$ cat config.mk
export PLATFORM = sky130hd
export DESIGN_NAME = block_scanout
export DESIGN_NICKNAME = d
export VERILOG_FILES = /design/src/rtl/gpu_scan_pkg.sv /design/src/rtl/scan_seg_fifo.sv /design/src/rtl/block_scanout.sv
export SDC_FILE = /design/constraint.sdc
export NUM_CORES = 1
export LEC_CHECK = 0
export ABC_AREA = 1
export BUFFER_PORTS_ARGS = -buffer_cell sky130_fd_sc_hd__buf_2
export CAP_MARGIN = 20
export CORE_AREA = 5 5 306 308
export DETAILED_ROUTE_END_ITERATION = 10
export DIE_AREA = 0 0 311 313
export SETUP_SLACK_MARGIN = 0.5
export SLEW_MARGIN = 10
export SYNTH_ARGS = -nofsm -noshare
export SYNTH_HDL_FRONTEND = slang
export SYNTH_SLANG_ARGS = --single-unit
export TNS_END_PERCENT = 10
$ cat constraint.sdc
create_clock -name clk -period 2.1 [get_ports clk]
set_input_delay 0.42 -clock clk [delete_from_list [all_inputs] [get_ports clk]]
set_output_delay 0.42 -clock clk [all_outputs]
set_load 0.05 [all_outputs]
$ cat src/rtl/gpu_scan_pkg.sv
// Shared constants, FSM state type and address packing for the block scanout path.
package gpu_scan_pkg;

  localparam int unsigned BLOCK_W = 16;
  localparam int unsigned PLANE_W = 256;
  localparam int unsigned SEG_W   = 48;
  localparam int unsigned ENTRY_W = SEG_W + 2;

  typedef enum logic [1:0] {
    IDLE,
    FETCH,
    DRAIN
  } scan_state_e;

  // Per-request tag travelling alongside the memory read latency.
  typedef struct packed {
    logic       vld;
    logic [3:0] row;
    logic       sof;
    logic       eol;
  } req_tag_t;

  function automatic logic [12:0] pack_addr(input logic [6:0] bx, input logic [5:0] by);
    return {bx, by};
  endfunction

endpackage

$ cat src/rtl/scan_seg_fifo.sv
// Two-entry synchronous FIFO holding {sof, eol, 48-bit row segment} entries.
module scan_seg_fifo
  import gpu_scan_pkg::*;
(
  input  logic               clk,
  input  logic               clr,
  input  logic               wr_en,
  input  logic [ENTRY_W-1:0] wr_data,
  input  logic               rd_en,
  output logic [ENTRY_W-1:0] rd_data,
  output logic               full,
  output logic               empty,
  output logic [1:0]         count
);

  logic [ENTRY_W-1:0] mem_q [2];
  logic [ENTRY_W-1:0] mem_d [2];
  logic               wr_ptr_q, wr_ptr_d;
  logic               rd_ptr_q, rd_ptr_d;
  logic [1:0]         cnt_q, cnt_d;
  logic               do_wr, do_rd;

  assign full    = (cnt_q == 2'd2);
  assign empty   = (cnt_q == 2'd0);
  assign count   = cnt_q;
  assign rd_data = mem_q[rd_ptr_q];

  always_comb begin
    mem_d    = mem_q;
    wr_ptr_d = wr_ptr_q;
    rd_ptr_d = rd_ptr_q;
    cnt_d    = cnt_q;
    do_wr    = wr_en && !full;
    do_rd    = rd_en && !empty;
    if (do_wr) begin
      mem_d[wr_ptr_q] = wr_data;
      wr_ptr_d        = ~wr_ptr_q;
    end
    if (do_rd) begin
      rd_ptr_d = ~rd_ptr_q;
    end
    case ({do_wr, do_rd})
      2'b10:   cnt_d = cnt_q + 2'd1;
      2'b01:   cnt_d = cnt_q - 2'd1;
      default: cnt_d = cnt_q;
    endcase
  end

  always_ff @(posedge clk) begin
    if (clr) begin
      mem_q[0] <= '0;
      mem_q[1] <= '0;
      wr_ptr_q <= 1'b0;
      rd_ptr_q <= 1'b0;
      cnt_q    <= '0;
    end else begin
      mem_q    <= mem_d;
      wr_ptr_q <= wr_ptr_d;
      rd_ptr_q <= rd_ptr_d;
      cnt_q    <= cnt_d;
    end
  end

endmodule

$ cat src/rtl/block_scanout.sv
// Raster-order block-memory reader feeding a 16-pixel row serialiser.
// Defining SCANOUT_UNDERRUN_EN adds the underrun_cnt starvation counter port.
module block_scanout
  import gpu_scan_pkg::*;
#(
  parameter int unsigned BLOCKS_X   = 72,
  parameter int unsigned BLOCKS_Y   = 54,
  parameter int unsigned RD_LATENCY = 2
) (
  input  logic               clk,
  input  logic               clr,
  input  logic               start,
  output logic [12:0]        block_address_b,
  input  logic [PLANE_W-1:0] qreds_b,
  input  logic [PLANE_W-1:0] qgreens_b,
  input  logic [PLANE_W-1:0] qblues_b,
  output logic [2:0]         pix_rgb,
  output logic               pix_valid,
  input  logic               pix_ready,
  output logic               pix_sof,
  output logic               pix_eol,
  output logic               busy,
  output logic               frame_done
`ifdef SCANOUT_UNDERRUN_EN
  ,
  output logic [15:0]        underrun_cnt
`endif
);

  localparam logic [6:0] BX_LAST   = 7'(BLOCKS_X - 1);
  localparam logic [9:0] LINE_LAST = 10'(BLOCK_W * BLOCKS_Y - 1);

  scan_state_e        state_q, state_d;
  logic [6:0]         bx_q, bx_d;
  logic [9:0]         line_q, line_d;
  logic [12:0]        addr_q, addr_d;
  req_tag_t           pipe_q [RD_LATENCY];
  req_tag_t           pipe_d [RD_LATENCY];
  logic [BLOCK_W-1:0] r_sh_q, r_sh_d, g_sh_q, g_sh_d, b_sh_q, b_sh_d;
  logic [3:0]         idx_q, idx_d;
  logic               seg_vld_q, seg_vld_d;
  logic               seg_sof_q, seg_sof_d;
  logic               seg_eol_q, seg_eol_d;
  logic               done_q, done_d;

  logic [2:0]         inflight;
  logic [1:0]         fifo_cnt;
  logic               fifo_full, fifo_empty, fifo_rd;
  logic [ENTRY_W-1:0] fifo_wdata, fifo_rdata;
  req_tag_t           cap_tag;
  logic               start_go, accept, last_px, req;

  assign cap_tag    = pipe_q[RD_LATENCY-1];
  assign fifo_wdata = {cap_tag.sof, cap_tag.eol,
                       qreds_b[{cap_tag.row, 4'h0} +: BLOCK_W],
                       qgreens_b[{cap_tag.row, 4'h0} +: BLOCK_W],
                       qblues_b[{cap_tag.row, 4'h0} +: BLOCK_W]};

  scan_seg_fifo u_fifo (
    .clk     (clk),
    .clr     (clr),
    .wr_en   (cap_tag.vld),
    .wr_data (fifo_wdata),
    .rd_en   (fifo_rd),
    .rd_data (fifo_rdata),
    .full    (fifo_full),
    .empty   (fifo_empty),
    .count   (fifo_cnt)
  );

  assign block_address_b = addr_q;
  assign busy            = (state_q != IDLE);
  assign frame_done      = done_q;
  assign pix_valid       = seg_vld_q;
  assign pix_rgb         = {r_sh_q[0], g_sh_q[0], b_sh_q[0]};
  assign pix_sof         = seg_vld_q && seg_sof_q && (idx_q == 4'd0);
  assign pix_eol         = seg_vld_q && seg_eol_q && (idx_q == 4'd15);

  always_comb begin
    inflight = '0;
    for (int unsigned i = 0; i < RD_LATENCY; i++) begin
      inflight = inflight + {2'b00, pipe_q[i].vld};
    end
  end

  always_comb begin
    state_d   = state_q;
    bx_d      = bx_q;
    line_d    = line_q;
    addr_d    = addr_q;
    r_sh_d    = r_sh_q;
    g_sh_d    = g_sh_q;
    b_sh_d    = b_sh_q;
    idx_d     = idx_q;
    seg_vld_d = seg_vld_q;
    seg_sof_d = seg_sof_q;
    seg_eol_d = seg_eol_q;
    done_d    = 1'b0;
    pipe_d[0] = '0;
    for (int unsigned i = 1; i < RD_LATENCY; i++) begin
      pipe_d[i] = pipe_q[i-1];
    end

    // A start landing on the frame_done cycle must not retrigger.
    start_go = (state_q == IDLE) && start && !done_q;
    accept   = seg_vld_q && pix_ready;
    last_px  = accept && (idx_q == 4'd15);
    fifo_rd  = !fifo_empty && (!seg_vld_q || last_px);
    req      = (state_q == FETCH) && !fifo_full && (({1'b0, fifo_cnt} + inflight) < 3'd2);

    case (state_q)
      IDLE: begin
        if (start_go) begin
          state_d = FETCH;
          bx_d    = '0;
          line_d  = '0;
        end
      end
      FETCH: begin
        if (req) begin
          addr_d    = pack_addr(bx_q, line_q[9:4]);
          pipe_d[0] = '{vld: 1'b1, row: line_q[3:0],
                        sof: (bx_q == '0) && (line_q == '0),
                        eol: (bx_q == BX_LAST)};
          if (bx_q == BX_LAST) begin
            bx_d = '0;
            if (line_q == LINE_LAST) begin
              line_d  = '0;
              state_d = DRAIN;
            end else begin
              line_d = line_q + 10'd1;
            end
          end else begin
            bx_d = bx_q + 7'd1;
          end
        end
      end
      DRAIN: begin
        if (last_px && fifo_empty && (inflight == '0)) begin
          state_d = IDLE;
          done_d  = 1'b1;
        end
      end
      default: state_d = IDLE;
    endcase

    if (fifo_rd) begin
      {seg_sof_d, seg_eol_d, r_sh_d, g_sh_d, b_sh_d} = fifo_rdata;
      idx_d     = '0;
      seg_vld_d = 1'b1;
    end else if (accept) begin
      r_sh_d = r_sh_q >> 1;
      g_sh_d = g_sh_q >> 1;
      b_sh_d = b_sh_q >> 1;
      idx_d  = idx_q + 4'd1;
      if (idx_q == 4'd15) begin
        seg_vld_d = 1'b0;
      end
    end
  end

  always_ff @(posedge clk) begin
    if (clr) begin
      state_q   <= IDLE;
      bx_q      <= '0;
      line_q    <= '0;
      addr_q    <= '0;
      r_sh_q    <= '0;
      g_sh_q    <= '0;
      b_sh_q    <= '0;
      idx_q     <= '0;
      seg_vld_q <= 1'b0;
      seg_sof_q <= 1'b0;
      seg_eol_q <= 1'b0;
      done_q    <= 1'b0;
      for (int unsigned i = 0; i < RD_LATENCY; i++) begin
        pipe_q[i] <= '0;
      end
    end else begin
      state_q   <= state_d;
      bx_q      <= bx_d;
      line_q    <= line_d;
      addr_q    <= addr_d;
      r_sh_q    <= r_sh_d;
      g_sh_q    <= g_sh_d;
      b_sh_q    <= b_sh_d;
      idx_q     <= idx_d;
      seg_vld_q <= seg_vld_d;
      seg_sof_q <= seg_sof_d;
      seg_eol_q <= seg_eol_d;
      done_q    <= done_d;
      pipe_q    <= pipe_d;
    end
  end

`ifdef SCANOUT_UNDERRUN_EN
  logic        first_acc_q, first_acc_d;
  logic [15:0] urun_q, urun_d;

  always_comb begin
    first_acc_d = first_acc_q;
    urun_d      = urun_q;
    if (start_go) begin
      first_acc_d = 1'b0;
      urun_d      = '0;
    end else begin
      if (accept) begin
        first_acc_d = 1'b1;
      end
      if (busy && pix_ready && !pix_valid && first_acc_q && (urun_q != '1)) begin
        urun_d = urun_q + 16'd1;
      end
    end
  end

  always_ff @(posedge clk) begin
    if (clr) begin
      first_acc_q <= 1'b0;
      urun_q      <= '0;
    end else begin
      first_acc_q <= first_acc_d;
      urun_q      <= urun_d;
    end
  end

  assign underrun_cnt = urun_q;
`endif

endmodule
==> flow_summary.toml <==
[placed_design]
place_area_um2 = 24100
dp_hpwl_um = 83700
gp_congestion = 0.938
pre_cts_ws_ps = -72.1
portBuffers = 792

[cts]
cts.path.max_buffers = 3
cts_hold_buf = 0
clk-insertion-delay-late_ps = 560
numCtsBuffers = 27
clk_pin_slew_worst_paths_ps = 60
cts_tree = "built"
clock-sinks = 206
cts_max_level = 1
cts_root_buf = "clkbuf_16"

[drt]
routed_wl_um = 106000
drt_iter0_markers = 1902
antenna_left = 0
dr_total_vias = 25000
detail_route.wl_per_cell_um = 19.1
drtPass1Iterations = 5
avgViaCountPerCell = 4.50
drc = 0

[setup_path]
cp_data_arrival_time_ps = 2530
path_buf_inv = 3
end_kind = "register"
timing.critical_path.mode_cell = "nand2_2"
worstPathRequired_ps = 2540
crit_type = "register to register"
critPathLaunchType = "register"
crit_chain = "inv_2 > ha_4 > nand2_2 > inv_2 > fa_1 > nor2_2 > nand2_2 > nand2_2 > nand3_4 > buf_12 > a21oi_4 > nand2_1 > nand2_1 > nor2_1"
crit_slowest_cell = "fa_1"
cp_num_cells = 14
critPathMaxStageDelay_ps = 410
cp_max_fo = 7
reg2regPathDepth = 14
critPathTopFamily = "adder cells"

[flow_run]
cap_violations = 0

[logic_synthesis]
syn_area_um2 = 18300
synth_top_area_cell = "nand2_1"
synth_top_family_by_area = "simple AND/OR/NAND/NOR gates"
synth.area.mux_share_pct = 0
yosysMostFrequentCell = "nand2_1"
synth_cells = 3617
synth-xor-area-share_pct = 0.143
synthArstFlopShare_pct = 0
synth_top_area_share_pct = 32.9
synthSimpleGateAreaFrac_pct = 53.9
ys_seq_area_share_pct = 22.5
ys_warn_count = 0
synthTopCellsByArea = "nand2_1 (33%), dfxtp_1 (23%), nand3_1 (16%), inv_1 (12%), nor2_1 (3.8%)"
synth-seq-cells = 206
synth_edf_count = 0
synth_cell_types = 31
syn_nets = 4399
yosys-top-cells-count = "nand2_1 (1607), nand3_1 (594), inv_1 (572)"
synth_top_flop_cell = "dfxtp_1"
synthAdderAreaFrac_pct = 0.724
synth_compound_area_share_pct = 4.70
syn_avg_cell_area_um2 = 5.06

[global_route]
grt-ovfl-total = 0
grt_pass1_wl_um = 152000
grt_max_degree = 111
antenna_found_initial = 53
grt_pass1_vias = 23600
grt_util_all_layers_pct = 20.4

[die]
fp.dieH_um = 313
core_um2 = 90800
io-pin-count = 793
design.die.area_um2 = 97300
die_x_um = 311
fp-row-count = 111
start_util_pct = 20.2

[timing]
maxSlewViolCount = 0
timing.final.hold_violations = 0
min_period_over_period_pct = 99.7
worst_slew_pin_slew_ps = 775
fmax_ghz = 0.478
setup_viol = 0
period_needed_ps = 2090
skew_ps = 25.4
rsz0062_at_grt = "yes"
slew-limit-headroom_pct = 48.3
setup_ws_ps = 5.98

[final_layout]
final_nets = 5100
drive_above_1_share_pct = 38.4
register_area_um2 = 4160
multi_input_area_um2 = 15000
area_growth_pct = 62.4
fin_area_um2 = 29700
final_util_pct = 32.7
fillers = 10000

[status]
status = "completed"

[min_path]
hp-class = "primary input to register"
whs_path_depth = 5

[pwr]
p_leak_nw = 16.6
vdd_drop_max_v = 0.000734
powerDensity_nw_per_um2 = 560
[layout by cell type, fill, tap and decap left out, types with 25 or more instances in the layout]
cell / netlist / layout
a21oi_1: 82 / 80
buf_12: 0 / 30
buf_2: 101 / 779
buf_4: 22 / 39
clkbuf_16: 0 / 27
dfxtp_1: 206 / 192
diode_2: 0 / 25
inv_1: 572 / 561
nand2_1: 1607 / 1322
nand2_2: 4 / 146
nand2_4: 1 / 140
nand3_1: 594 / 246
nand3_2: 0 / 255
nand3_4: 0 / 93
nor2_1: 183 / 160
o21ai_0: 77 / 68
[worst paths after layout]
kind | startpoint | to | slack [ps]
min | start | state_q[0] | 360
max reg2reg | pipe_d[6] | line_q[8] | 6
max | pipe_d[6] | line_q[8] | 6
min reg2reg | pipe_d[5] | cap_tag[5] | 400
[flip-flops by register name, indices dropped and copies added (netlist names)]
signal           cells
b_sh_q              16
block_address_b     13
bx_q                 7
cap_tag              7
frame_done           1
g_sh_q              16
idx_q                4
line_q              10
pipe_d               7
pix_valid            1
r_sh_q              16
seg_eol_q            1
seg_sof_q            1
state_q              2
u_fifo.count         2
u_fifo.mem_q       100
u_fifo.rd_ptr_q      1
u_fifo.wr_ptr_q      1
[where the power goes]
part	switching, mW	total [mW]	internal (mW)
Sequential	0.308	4.62	4.31
Clock	1.90	5.03	3.13
Combinational	4.50	7.00	2.51
Total	6.70	16.7	9.95
[cell families after synthesis]
kind of cell,after synthesis
flops,206
compound gates,168
buf+inv,818
simple gates,2412
xor+xnor,3
fa+ha+maj,10
[worst register-to-register path, cell delays in order, from the launching register on]
cell and delay, ps:
dfxtp_2 330, inv_2 50, ha_4 250, nand2_2 50
inv_2 50, fa_1 410, nor2_2 110, nand2_2 70
nand2_2 80, nand3_4 90, buf_12 160, a21oi_4 160
nand2_1 70, nand2_1 60, nor2_1 40
[routing by layer]
metal,track usage [%],part of all wire (%),wire length [um]
met5,0,0.089,95
met4,7.44,4.7,5030
met3,2.68,5.5,5850
met2,37.1,50,53300
met1,24.5,39,41900
[per-stage QoR]
step           instances  setup TNS, ps  hold slack (ps)  total power, mW
2_1_floorplan       3617              0              388             7.95
3_3_place_gp        5470           -885              401             10.3
3_5_place_dp        5470           -770              397             10.4
4_1_cts             5523           -121              329             16.3
5_1_grt             5542          -1350              373             17.6
6_report            5549              0              364             16.7
[timing repair]
item                                    in CTS  in global routing
pin swaps                                  337                449
endpoints found under the setup margin     199                203
hold endpoints to repair                     0                  0
resized for setup                          608                459
buffers inserted                             4                  1
[cell type report]
cell class,count,share of cell area (%)
inverter,586,7.64
clock inverter,12,0.698
antenna,25,0.210
clock buffer,37,2.53
tap,1186,4.99
timing repair buffer,904,19.5
sequential,206,14.0
multi-input combinational,2593,50.4
Note: power is estimated with default switching activity, not from simulation.
